--- src/rtl/fetch_queue_if.sv ---
// fetch_queue_if: fetch-side push and decode-side pop handshakes of the instruction queue
interface fetch_queue_if #(
    parameter int AW = 2
);
    logic        Flush;
    logic        In_valid;
    logic        In_ready;
    logic [31:0] In_inst;
    logic [31:0] In_pc;
    logic        Out_valid;
    logic        Out_ready;
    logic [31:0] Out_inst;
    logic [31:0] Out_pc;
    logic [3:0]  Out_opcode;
    logic [AW:0] Count;
    logic        Overflow;

    modport master (
        output Flush, In_valid, In_inst, In_pc, Out_ready,
        input  In_ready, Out_valid, Out_inst, Out_pc, Out_opcode, Count, Overflow
    );

    modport slave (
        input  Flush, In_valid, In_inst, In_pc, Out_ready,
        output In_ready, Out_valid, Out_inst, Out_pc, Out_opcode, Count, Overflow
    );
endinterface

--- src/rtl/fetch_queue.sv ---
// fetch_queue: in-order fall-through instruction buffer between fetch and decode, flushable on redirect
module fetch_queue #(
    parameter int DEPTH = 4,
    parameter int AW    = 2
) (
    input logic        Clk,
    input logic        Rst,
    fetch_queue_if.slave bus
);
    localparam logic [AW:0] FULL = (AW+1)'(DEPTH);
    logic [63:0]   mem_q [DEPTH];
    logic [63:0]   mem_d [DEPTH];
    logic [AW-1:0] wp_q, wp_d, rp_q, rp_d;
    logic [AW:0]   cnt_q, cnt_d;
    logic          ovf_q, ovf_d;
    logic          push, pop;
    logic [63:0]   head;
    assign bus.In_ready   = cnt_q != FULL;
    assign bus.Out_valid  = cnt_q != '0;
    assign head           = bus.Out_valid ? mem_q[rp_q] : 64'd0;
    assign bus.Out_inst   = head[63:32];
    assign bus.Out_pc     = head[31:0];
    assign bus.Out_opcode = head[63:60];
    assign bus.Count      = cnt_q;
    assign bus.Overflow   = ovf_q;
    always_comb begin
        push  = bus.In_valid & bus.In_ready & ~bus.Flush;
        pop   = bus.Out_valid & bus.Out_ready & ~bus.Flush;
        mem_d = mem_q;
        if (push) mem_d[wp_q] = {bus.In_inst, bus.In_pc};
        wp_d  = bus.Flush ? '0 : wp_q + AW'(push);
        rp_d  = bus.Flush ? '0 : rp_q + AW'(pop);
        cnt_d = bus.Flush ? '0 : cnt_q + (AW+1)'(push) - (AW+1)'(pop);
        ovf_d = ovf_q | (bus.In_valid & ~bus.In_ready);
    end
    always_ff @(posedge Clk) begin
        if (Rst) begin
            wp_q  <= '0;
            rp_q  <= '0;
            cnt_q <= '0;
            ovf_q <= 1'b0;
        end else begin
            wp_q  <= wp_d;
            rp_q  <= rp_d;
            cnt_q <= cnt_d;
            ovf_q <= ovf_d;
        end
    end
    always_ff @(posedge Clk) begin
        mem_q <= mem_d;
    end
endmodule

--- src/flat_wrapper.sv ---
// flat-port wrapper written by rule: the top's interface ports become plain ports
module fetch_queue_flat 
#(
    parameter int DEPTH = 4,
    parameter int AW    = 2
)
  (Clk, Rst, bus_Flush, bus_In_valid, bus_In_inst, bus_In_pc, bus_Out_ready, bus_In_ready, bus_Out_valid, bus_Out_inst, bus_Out_pc, bus_Out_opcode, bus_Count, bus_Overflow);
  fetch_queue_if #(.AW(AW)) bus_i ();
  input logic Clk;
  input logic Rst;
  input wire logic [$bits(bus_i.Flush)-1:0] bus_Flush;
  input wire logic [$bits(bus_i.In_valid)-1:0] bus_In_valid;
  input wire logic [$bits(bus_i.In_inst)-1:0] bus_In_inst;
  input wire logic [$bits(bus_i.In_pc)-1:0] bus_In_pc;
  input wire logic [$bits(bus_i.Out_ready)-1:0] bus_Out_ready;
  output wire logic [$bits(bus_i.In_ready)-1:0] bus_In_ready;
  output wire logic [$bits(bus_i.Out_valid)-1:0] bus_Out_valid;
  output wire logic [$bits(bus_i.Out_inst)-1:0] bus_Out_inst;
  output wire logic [$bits(bus_i.Out_pc)-1:0] bus_Out_pc;
  output wire logic [$bits(bus_i.Out_opcode)-1:0] bus_Out_opcode;
  output wire logic [$bits(bus_i.Count)-1:0] bus_Count;
  output wire logic [$bits(bus_i.Overflow)-1:0] bus_Overflow;
  assign bus_i.Flush = bus_Flush;
  assign bus_i.In_valid = bus_In_valid;
  assign bus_i.In_inst = bus_In_inst;
  assign bus_i.In_pc = bus_In_pc;
  assign bus_i.Out_ready = bus_Out_ready;
  assign bus_In_ready = bus_i.In_ready;
  assign bus_Out_valid = bus_i.Out_valid;
  assign bus_Out_inst = bus_i.Out_inst;
  assign bus_Out_pc = bus_i.Out_pc;
  assign bus_Out_opcode = bus_i.Out_opcode;
  assign bus_Count = bus_i.Count;
  assign bus_Overflow = bus_i.Overflow;
  fetch_queue #(.DEPTH(DEPTH), .AW(AW)) u_core (.Clk(Clk), .Rst(Rst), .bus(bus_i));
endmodule
--- config.mk ---
export PLATFORM = sky130hd
export DESIGN_NAME = fetch_queue_flat
export DESIGN_NICKNAME = d
export VERILOG_FILES = /design/src/rtl/fetch_queue_if.sv /design/src/rtl/fetch_queue.sv /design/src/flat_wrapper.sv
export SDC_FILE = /design/constraint.sdc
export NUM_CORES = 1
export LEC_CHECK = 0
export CAP_MARGIN = 15
export CORE_MARGIN = 4
export CORE_UTILIZATION = 45
export CTS_CLUSTER_DIAMETER = 100
export DETAILED_ROUTE_END_ITERATION = 6
export DONT_BUFFER_PORTS = 1
export MAX_ROUTING_LAYER = met4
export PLACE_DENSITY = 0.7
export SYNTH_ARGS = -nofsm -noshare
export SYNTH_HDL_FRONTEND = slang
export SYNTH_SLANG_ARGS = --single-unit
--- constraint.sdc ---
create_clock -name Clk -period 20.1 [get_ports Clk]
set_clock_uncertainty 0.05 [all_clocks]
set_input_delay 2.01 -clock Clk [delete_from_list [all_inputs] [get_ports Clk]]
set_output_delay 2.01 -clock Clk [all_outputs]
set_load 0.02 [all_outputs]
=== Word level (Yosys, flattened, before mapping) ===
Cells that the tools add are included.

* Bitwise operators: 10
* Mux-type cells: 7
* Equality and inequality tests: 1
* Add/subtract/negate cells: 4
* $lt $le $gt $ge: 3
* Reductions and logical operators: 3

{| class="wikitable"
|+ Operators with widths
! cell !! count
|-
| 256-bit bitwise mux || 1
|-
| 64-bit two-way mux || 4
|-
| 64-bit binary-select mux with 2-bit select || 1
|-
| 64-bit demux with 2-bit select || 1
|-
| 3-bit greater-or-equal comparator (second input constant) || 2
|-
| 2-bit NOT with 3-bit output || 2
|-
| 1-bit bitwise AND || 5
|-
| 2-bit by 1-bit adder with 2-bit output || 2
|-
| 3-bit by 1-bit adder with 3-bit output || 1
|-
| 3-bit by 1-bit less-than comparator with 1-bit output (second input constant) || 1
|-
| 3-bit inequality test (second input constant) || 1
|-
| 3-bit nonzero test || 1
|-
| 3-bit by 1-bit subtractor with 3-bit output || 1
|-
| 1-bit NOT || 2
|-
| 2-bit OR reduction || 1
|-
| 1-bit logical AND || 1
|-
| 1-bit bitwise OR || 1
|}

* Bits of input ports: 69
* Word-level logic and storage cells: 36
* Register bits: 264
* Output and inout port bits: 74

=== Longest topological paths before layout ===
Gate-level depths: netlist of the first run.

* Word-level depth: 6
* Mapped depth: 8
* Mapped depth without buffers: 7

=== Least setup slack after synthesis of the first run ===
No wires, ideal clock.

* Path kind: input port to flip-flop
* Start: in bus_Flush
* End: reg u_core.mem_q[100] (netlist bit) (enable)
* Library setup time: 0.666 ns
* Buffers on the path: 0
* Data required time: 19.384 ns
* Arrival: 8.809 ns
* Stages on the path: 2
* Path slack: 10.575 ns
* Cell sequence: nand2b_1 > nor4b_1

* Cells in the longest elaborated chain, start to end: 2

{| class="wikitable"
|+ Ends and longest elaborated chain
! what !! line !! text
|-
| start, declared || flat_wrapper.sv:11 || <nowiki>input wire logic [$bits(bus_i.Flush)-1:0] bus_Flush;</nowiki>
|-
| 1-bit NOT || fetch_queue.sv:27 || <nowiki>push = bus.In_valid & bus.In_ready & ~bus.Flush;</nowiki>
|-
| 1-bit bitwise AND || fetch_queue.sv:27 ||
|-
| end signal, assigned || fetch_queue.sv:50 || <nowiki>mem_q <= mem_d;</nowiki>
|-
| end, declared || fetch_queue.sv:11 || <nowiki>logic [63:0] mem_q [DEPTH];</nowiki>
|}

Every way passes these cells.
A chain may end at the register's enable or synchronous reset.

=== Worst setup path in the final report of the first run ===
* Start: reg u_core.rp_q[0]
* End: out bus_Out_opcode[1]

* Cells in the longest elaborated chain, start to end: 5

{| class="wikitable"
|+ Ends and longest elaborated chain
! what !! line !! text
|-
| start, declared || fetch_queue.sv:13 || <nowiki>logic [AW-1:0] wp_q, wp_d, rp_q, rp_d;</nowiki>
|-
| start signal, assigned || fetch_queue.sv:44 || <nowiki>rp_q <= rp_d;</nowiki>
|-
| 2-bit NOT with 3-bit output (implied by the code) || fetch_queue.sv:20 || <nowiki>assign head = bus.Out_valid ? mem_q[rp_q] : 64'd0;</nowiki>
|-
| 64-bit binary-select mux with 2-bit select || fetch_queue.sv:20 ||
|-
| 64-bit two-way mux (implied by the code) (2 in series) || fetch_queue.sv:20 ||
|-
| 64-bit two-way mux || fetch_queue.sv:20 ||
|-
| end, declared || flat_wrapper.sv:20 || <nowiki>output wire logic [$bits(bus_i.Out_opcode)-1:0] bus_Out_opcode;</nowiki>
|}

Every way passes these cells. The select of a mux whose other input is x is not followed.

==> results.sh, run 1 <==
export IMPL_post_cts_buffers=0
export IMPL_synthCells=455
export IMPL_whs_ns=0.501
export IMPL_relSlewSlack=0.323
export IMPL_crit_path_end_kind="output pin"
export IMPL_max_cap_viol_count=0
export IMPL_diodes=0
export IMPL_cts_resized=0
export IMPL_vias_per_cell=5.60
export IMPL_path_clk_slew_ns=0.06
export IMPL_rr_endpoint="u_core.mem_q[221]$_DFFE_PP_"
export IMPL_insertion_delay_ns=0.52
export IMPL_final_nets=540
export IMPL_dr_total_vias=4299
export IMPL_clk_path_buf_depth=3
export IMPL_min_period_ns=5.00
export IMPL_io_pins=143
export IMPL_avgRoutedWirePerCell_um=23.5
export IMPL_synth_cell_types=29
export IMPL_ctsHoldBuffers=0
export IMPL_syn_to_final_growth_pct=11.0
export IMPL_design_core_area_um2=22000
export IMPL_cts_buffers=28
export IMPL_mostFrequentLayoutCells="edfxtp_1 (256), mux4_2 (64), and2_1 (64), clkbuf_16 (29), clkinv_2 (10)"
export IMPL_final_common_cell="edfxtp_1"
export IMPL_worstSetupStartpointType="register"
export IMPL_worstSetupStartpoint="u_core.rp_q[0]$_SDFF_PP0_"
export IMPL_grt_pass1_wl_um=27600
export IMPL_worst_endpoint_arrival_ns=2.94
export IMPL_grt_usage=0.151
export IMPL_gp_congestion=0.694
export IMPL_grt_overflow=0
export IMPL_placementRows=54
export IMPL_r2r_start="u_core.bus.Count[1]$_SDFF_PP0_"
export IMPL_layout_drive_gt1_share=0.262
export IMPL_required_ns=18.04
export IMPL_fin_tns_setup_ns=0
export IMPL_mappedNetlistNets=527
export IMPL_h_tree_depth=1
export IMPL_route_detailed_drc=0
export IMPL_syn_area_um2=10200
export IMPL_port_buffers=0
export IMPL_initial_utilization=0.462
export IMPL_dr_pass1_iters=4
export IMPL_grt_pass1_vias=4713
export IMPL_ir_worst_vdd_uv=69.6
export IMPL_worst_slew_pin_slew_ns=1.02
export IMPL_worst_path_max_delay_cell="dfxtp_4"
export IMPL_ys_warnings_count=0
export IMPL_synth_seq_cells=264
export IMPL_fmax_mhz=200
export IMPL_crit_chain="buf_4 -> mux4_2 -> and2_1"
export IMPL_cts_tree="yes"
export IMPL_ys_seq_area_frac=0.771
export IMPL_setup_worst_path_end="bus_Out_opcode[1]"
export IMPL_max_stage_delay_ns=0.73
export IMPL_maxSlewViolCount=0
export IMPL_synthDominantCellAreaShare=0.756
export IMPL_final_util=0.513
export IMPL_die_h_um=158
export IMPL_antenna_found_initial=0
export IMPL_yosysTopAreaCell="edfxtp_1"
export IMPL_clock_sinks=264
export IMPL_cp_max_fo=39
export IMPL_clock_root_buffer="clkbuf_16"
export IMPL_final_setup_viol_count=0
export IMPL_reg2reg_slack_ns=17.71
export IMPL_finalHoldViolCount=0
export IMPL_avgSynthCellArea_um2=22.4
export IMPL_rr_worst_depth=4
export IMPL_dieArea_um2=25100
export IMPL_place_inst=716
export IMPL_powerDensity_nw_per_um2=98.2
export IMPL_leakagePower_uw=0.00346
export IMPL_outcome="finished, final reports clean"
export IMPL_final_instance_count_excl_fill=768
export IMPL_grt_max_degree=67
export IMPL_drtAntennaViolNets=0
export IMPL_critPathKind="register to output pin"
export IMPL_period_share=0.249
export IMPL_post_dp_hpwl_um=10500
export IMPL_totalWireLength_um=18000
export IMPL_die_x_um=158
export IMPL_min_path_type="register to register"
export IMPL_synth_area_leaders="edfxtp_1 (76%), mux4_2 (14%), and2_1 (3.9%)"
export IMPL_rsz0062_at_grt="false"
export IMPL_drt_iter0_drc=247
==> synth_stat cells <==
library cell	n
and2_1	64
o2bb2ai_1	1
buf_2	8
nor4bb_1	1
nand4bb_1	1
inv_1	3
a21oi_1	1
nor4_1	1
buf_4	4
clkbuf_1	11
mux2_2	2
o31ai_1	1
o311ai_0	1
nor3_1	5
nand2b_1	2
ha_1	2
edfxtp_1	256
xnor2_1	1
mux4_2	64
nor4b_1	2
xnor3_1	1
or2_2	1
fa_1	1
or3_1	1
buf_12	4
nor3b_1	5
buf_6	1
nor2_1	2
dfxtp_1	8
==> flip-flops by register name, summed over array words and instances (netlist names) <==
register / count
u_core.mem_q: 256
u_core.bus.Count: 3
u_core.rp_q: 2
u_core.wp_q: 2
u_core.bus.Overflow: 1
==> layer usage <==
metal,track usage,wire length [µm],vias to the layer above
met3,0.0457,1390,29
met5,-,0,-
met2,0.244,9150,132
met1,0.190,7120,2263
met4,0.0337,355,0
li1,-,-,1875
==> critical path: cells and delay by family (launching register included) <==
| family | cells | cell delay (ns) |
|---|---|---|
| DFF | 1 | 0.73 |
| buffers and inverters | 1 | 0.71 |
| muxes | 1 | 0.58 |
| and+or+nand+nor | 1 | 0.31 |
==> cell families (layout without fill, tap and decap cells) <==
family | count (synthesis) | count (layout) | synth area share
compound gates | 4 | 4 | 0.00295
xor+xnor | 2 | 2 | 0.00308
fa+ha+maj | 3 | 3 | 0.00443
buf+inv | 31 | 64 | 0.0210
flops | 264 | 264 | 0.771
mux | 66 | 66 | 0.144
simple gates | 85 | 85 | 0.0531
==> area by class of cell <==
class	instances	area, µm²
Fill cell	1742	10700
Sequential cell	264	7860
Multi-Input combinational cell	160	2150
Clock buffer	32	737
Tap cell	280	350
Clock inverter	18	95.1
Timing Repair Buffer	11	95.1
Inverter	3	11.3
==> worst min path at each step <==
stage	start	end	depth (start not counted)
after detailed placement	u_core.bus.Overflow$_SDFF_PP0_	u_core.bus.Overflow$_SDFF_PP0_	2
after global placement	u_core.bus.Overflow$_SDFF_PP0_	u_core.bus.Overflow$_SDFF_PP0_	2
after CTS	u_core.bus.Overflow$_SDFF_PP0_	u_core.bus.Overflow$_SDFF_PP0_	2
final	u_core.bus.Overflow$_SDFF_PP0_	u_core.bus.Overflow$_SDFF_PP0_	2
after global routing	u_core.bus.Overflow$_SDFF_PP0_	u_core.bus.Overflow$_SDFF_PP0_	2
after floorplan	u_core.bus.Overflow$_SDFF_PP0_	u_core.bus.Overflow$_SDFF_PP0_	2
==> where the power goes <==
group,leakage (µW),switching (µW),total (µW),internal [µW]
Sequential,0.00239,3.06,616,613
Combinational,0.000663,21.9,34.8,12.9
Clock,0.000407,197,458,261
==> stage by stage <==
stage	setup slack [ns]	area (µm²)	total power, µW
2_1_floorplan	10.58	10200	658
3_3_place_gp	15.55	10400	661
3_5_place_dp	15.54	10400	662
4_1_cts	14.96	11300	1120
5_1_grt	14.80	11300	1150
6_report	15.10	11300	1110
Power figures use the tool's default switching activity.
==> run 2: changes to the inputs <==
- clock period: 20.1 -> 5.2 ns (I/O delays scaled with it)
==> results.sh, run 2 (same netlist as run 1, synthesis figures left out) <==
export IMPL_worst_endpoint_arrival_ns=2.53
export IMPL_cp_num_buf_inv=1
export IMPL_rr_worst_depth=8
export IMPL_die_x_um=158
export IMPL_min_period_ns=3.10
export IMPL_mostFrequentLayoutCells="edfxtp_1 (256), mux4_2 (64), and2_1 (64), clkbuf_16 (27), buf_4 (9)"
export IMPL_drt_iter0_drc=269
export IMPL_min_path_type="input port to register"
export IMPL_worst_path_max_delay_cell="dfxtp_4"
export IMPL_vias_per_cell=5.60
export IMPL_grt_pass1_wl_um=27500
export IMPL_dr_total_vias=4298
export IMPL_antenna_found_initial=0
export IMPL_cp_max_fo=35
export IMPL_syn_to_final_growth_pct=11.8
export IMPL_topRoutingLayerUsed="met4"
export IMPL_relSlewSlack=0.325
export IMPL_cts_buffers=26
export IMPL_crit_path_end_kind="output pin"
export IMPL_diodes=0
export IMPL_r2r_start="u_core.bus.Count[1]$_SDFF_PP0_"
export IMPL_place_inst=717
export IMPL_dieArea_um2=25100
export IMPL_clock_sinks=264
export IMPL_final_nets=539
export IMPL_port_buffers=0
export IMPL_wl_met3_um=1280
export IMPL_path_clk_slew_ns=0.06
export IMPL_required_ns=4.63
export IMPL_final_common_cell="edfxtp_1"
export IMPL_design_core_area_um2=22000
export IMPL_gp_congestion=0.732
export IMPL_grt_pass1_vias=4847
export IMPL_reg2reg_slack_ns=3.02
export IMPL_insertion_delay_ns=0.51
export IMPL_drtAntennaViolNets=0
export IMPL_regArea_um2=7860
export IMPL_finalHoldViolCount=0
export IMPL_largest_reg_flops=256
export IMPL_crit_chain="buf_12 -> mux4_2 -> and2_1"
export IMPL_grt_max_degree=67
export IMPL_fillers=1710
export IMPL_cp_top_family="flip-flops"
export IMPL_grt_usage=0.148
export IMPL_worst_slew_pin_slew_ns=1.01
export IMPL_placementRows=54
export IMPL_whs_endpoint="u_core.bus.Count[1]$_SDFF_PP0_"
export IMPL_ir_worst_vdd_uv=219
export IMPL_met1_length_um=7010
export IMPL_final_instance_count_excl_fill=767
export IMPL_power_uw=4440
export IMPL_multi_input_area_um2=2150
export IMPL_period_share=0.596
export IMPL_initial_utilization=0.462
export IMPL_max_cap_viol_count=0
export IMPL_cts_tree="yes"
export IMPL_rsz0062_at_grt="false"
export IMPL_min_from="Rst"
export IMPL_dr_pass1_iters=6
export IMPL_layout_drive_gt1_share=0.251
export IMPL_powerDensity_nw_per_um2=390
export IMPL_grt_overflow=0
export IMPL_post_dp_hpwl_um=10400
export IMPL_leakagePower_uw=0.00350
export IMPL_avgRoutedWirePerCell_um=23.0
export IMPL_fin_tns_setup_ns=0
export IMPL_worstSetupStartpointType="register"
export IMPL_clock_root_buffer="clkbuf_16"
export IMPL_max_stage_delay_ns=0.83
export IMPL_largest_register="u_core.mem_q"
export IMPL_crit_cells=3
export IMPL_routed_wl_met2_um=9010
export IMPL_clk_path_buf_depth=3
export IMPL_die_h_um=158
export IMPL_outcome="finished, final reports clean"
export IMPL_totalWireLength_um=17700
export IMPL_maxSlewViolCount=0
export IMPL_h_tree_depth=1
export IMPL_rr_endpoint="u_core.bus.Count[2]$_SDFF_PP0_"
export IMPL_final_setup_viol_count=0
export IMPL_fmax_mhz=323
export IMPL_critPathKind="register to output pin"
export IMPL_io_pins=143
export IMPL_route_detailed_drc=0
export IMPL_whs_path_depth=1
[run 2: cell count changes in the layout (fill, tap and decap cells not counted), sizes merged]
cell	change
inv	+1
bufinv	+5
clkinv	-3
dlygate4sd3	+1
clkbuf	-2
buf	+1
clkinvlp	-4
[run 2: how the worst max path moves through the flow]
stage / endpoint / startpoint / slack (ns)
floorplan: u_core.mem_q[128]$_DFFE_PP_ / u_core.bus.Count[1]$_SDFF_PP0_ / -2.87
global placement: bus_Out_pc[30] / u_core.rp_q[0]$_SDFF_PP0_ / 2.54
detailed placement: bus_Out_opcode[3] / u_core.bus.Count[1]$_SDFF_PP0_ / 2.48
CTS: bus_Out_opcode[3] / u_core.bus.Count[1]$_SDFF_PP0_ / 1.93
global route: bus_Out_pc[5] / u_core.rp_q[0]$_SDFF_PP0_ / 1.86
finish: bus_Out_pc[28] / u_core.rp_q[0]$_SDFF_PP0_ / 2.10
[run 2: cell type report]
cell class              count  share of cell area
flip-flops and latches    264               0.690
multi-input cells         160               0.189
clock buffers              31              0.0607
well taps                 280              0.0308
clock inverters            17              0.0180
repair buffers             12              0.0103
inverters                   3            0.000990
[run 2: where the power goes]
group	total [µW]	leakage (µW)	switching (µW)	internal [µW]
Sequential	2380	0.00239	12.3	2370
Clock	1930	0.000439	733	1190
Combinational	134	0.000671	82.9	50.8
[run 2: worst reg2reg max path, delay by kind of cell (launching register included)]
| family | cells | cell delay (ns) |
|---|---|---|
| AND/OR/NAND/NOR | 3 | 0.46 |
| buffers and inverters | 2 | 0.24 |
| adder cells (fa/ha/maj) | 2 | 0.57 |
| flip-flops | 1 | 0.58 |
| XOR/XNOR | 1 | 0.19 |
[run 2: metal layers]
layer,global-route usage,vias up
met5,-,-
met4,0.0406,0
met3,0.0397,32
met2,0.247,137
met1,0.180,2253
li1,-,1876
[run 2: what timing repair did]
action,4_1_cts,5_1_grt
hold endpoints to repair,1,0
setup endpoints to repair,0,0
resized for setup,0,0
setup buffers,0,0
hold buffers,1,0
[run 2: through the flow]
stage               utilization  hold WS [ns]  cell area, µm²  setup slack [ns]
finish                    0.516        0.0269           11400              2.10
global route              0.516       0.00776           11400              1.86
CTS                       0.516       0.00464           11400              1.93
detailed placement        0.474         0.486           10500              2.48
global placement          0.474         0.486           10500              2.54
floorplan                     -         0.472           10200             -2.87
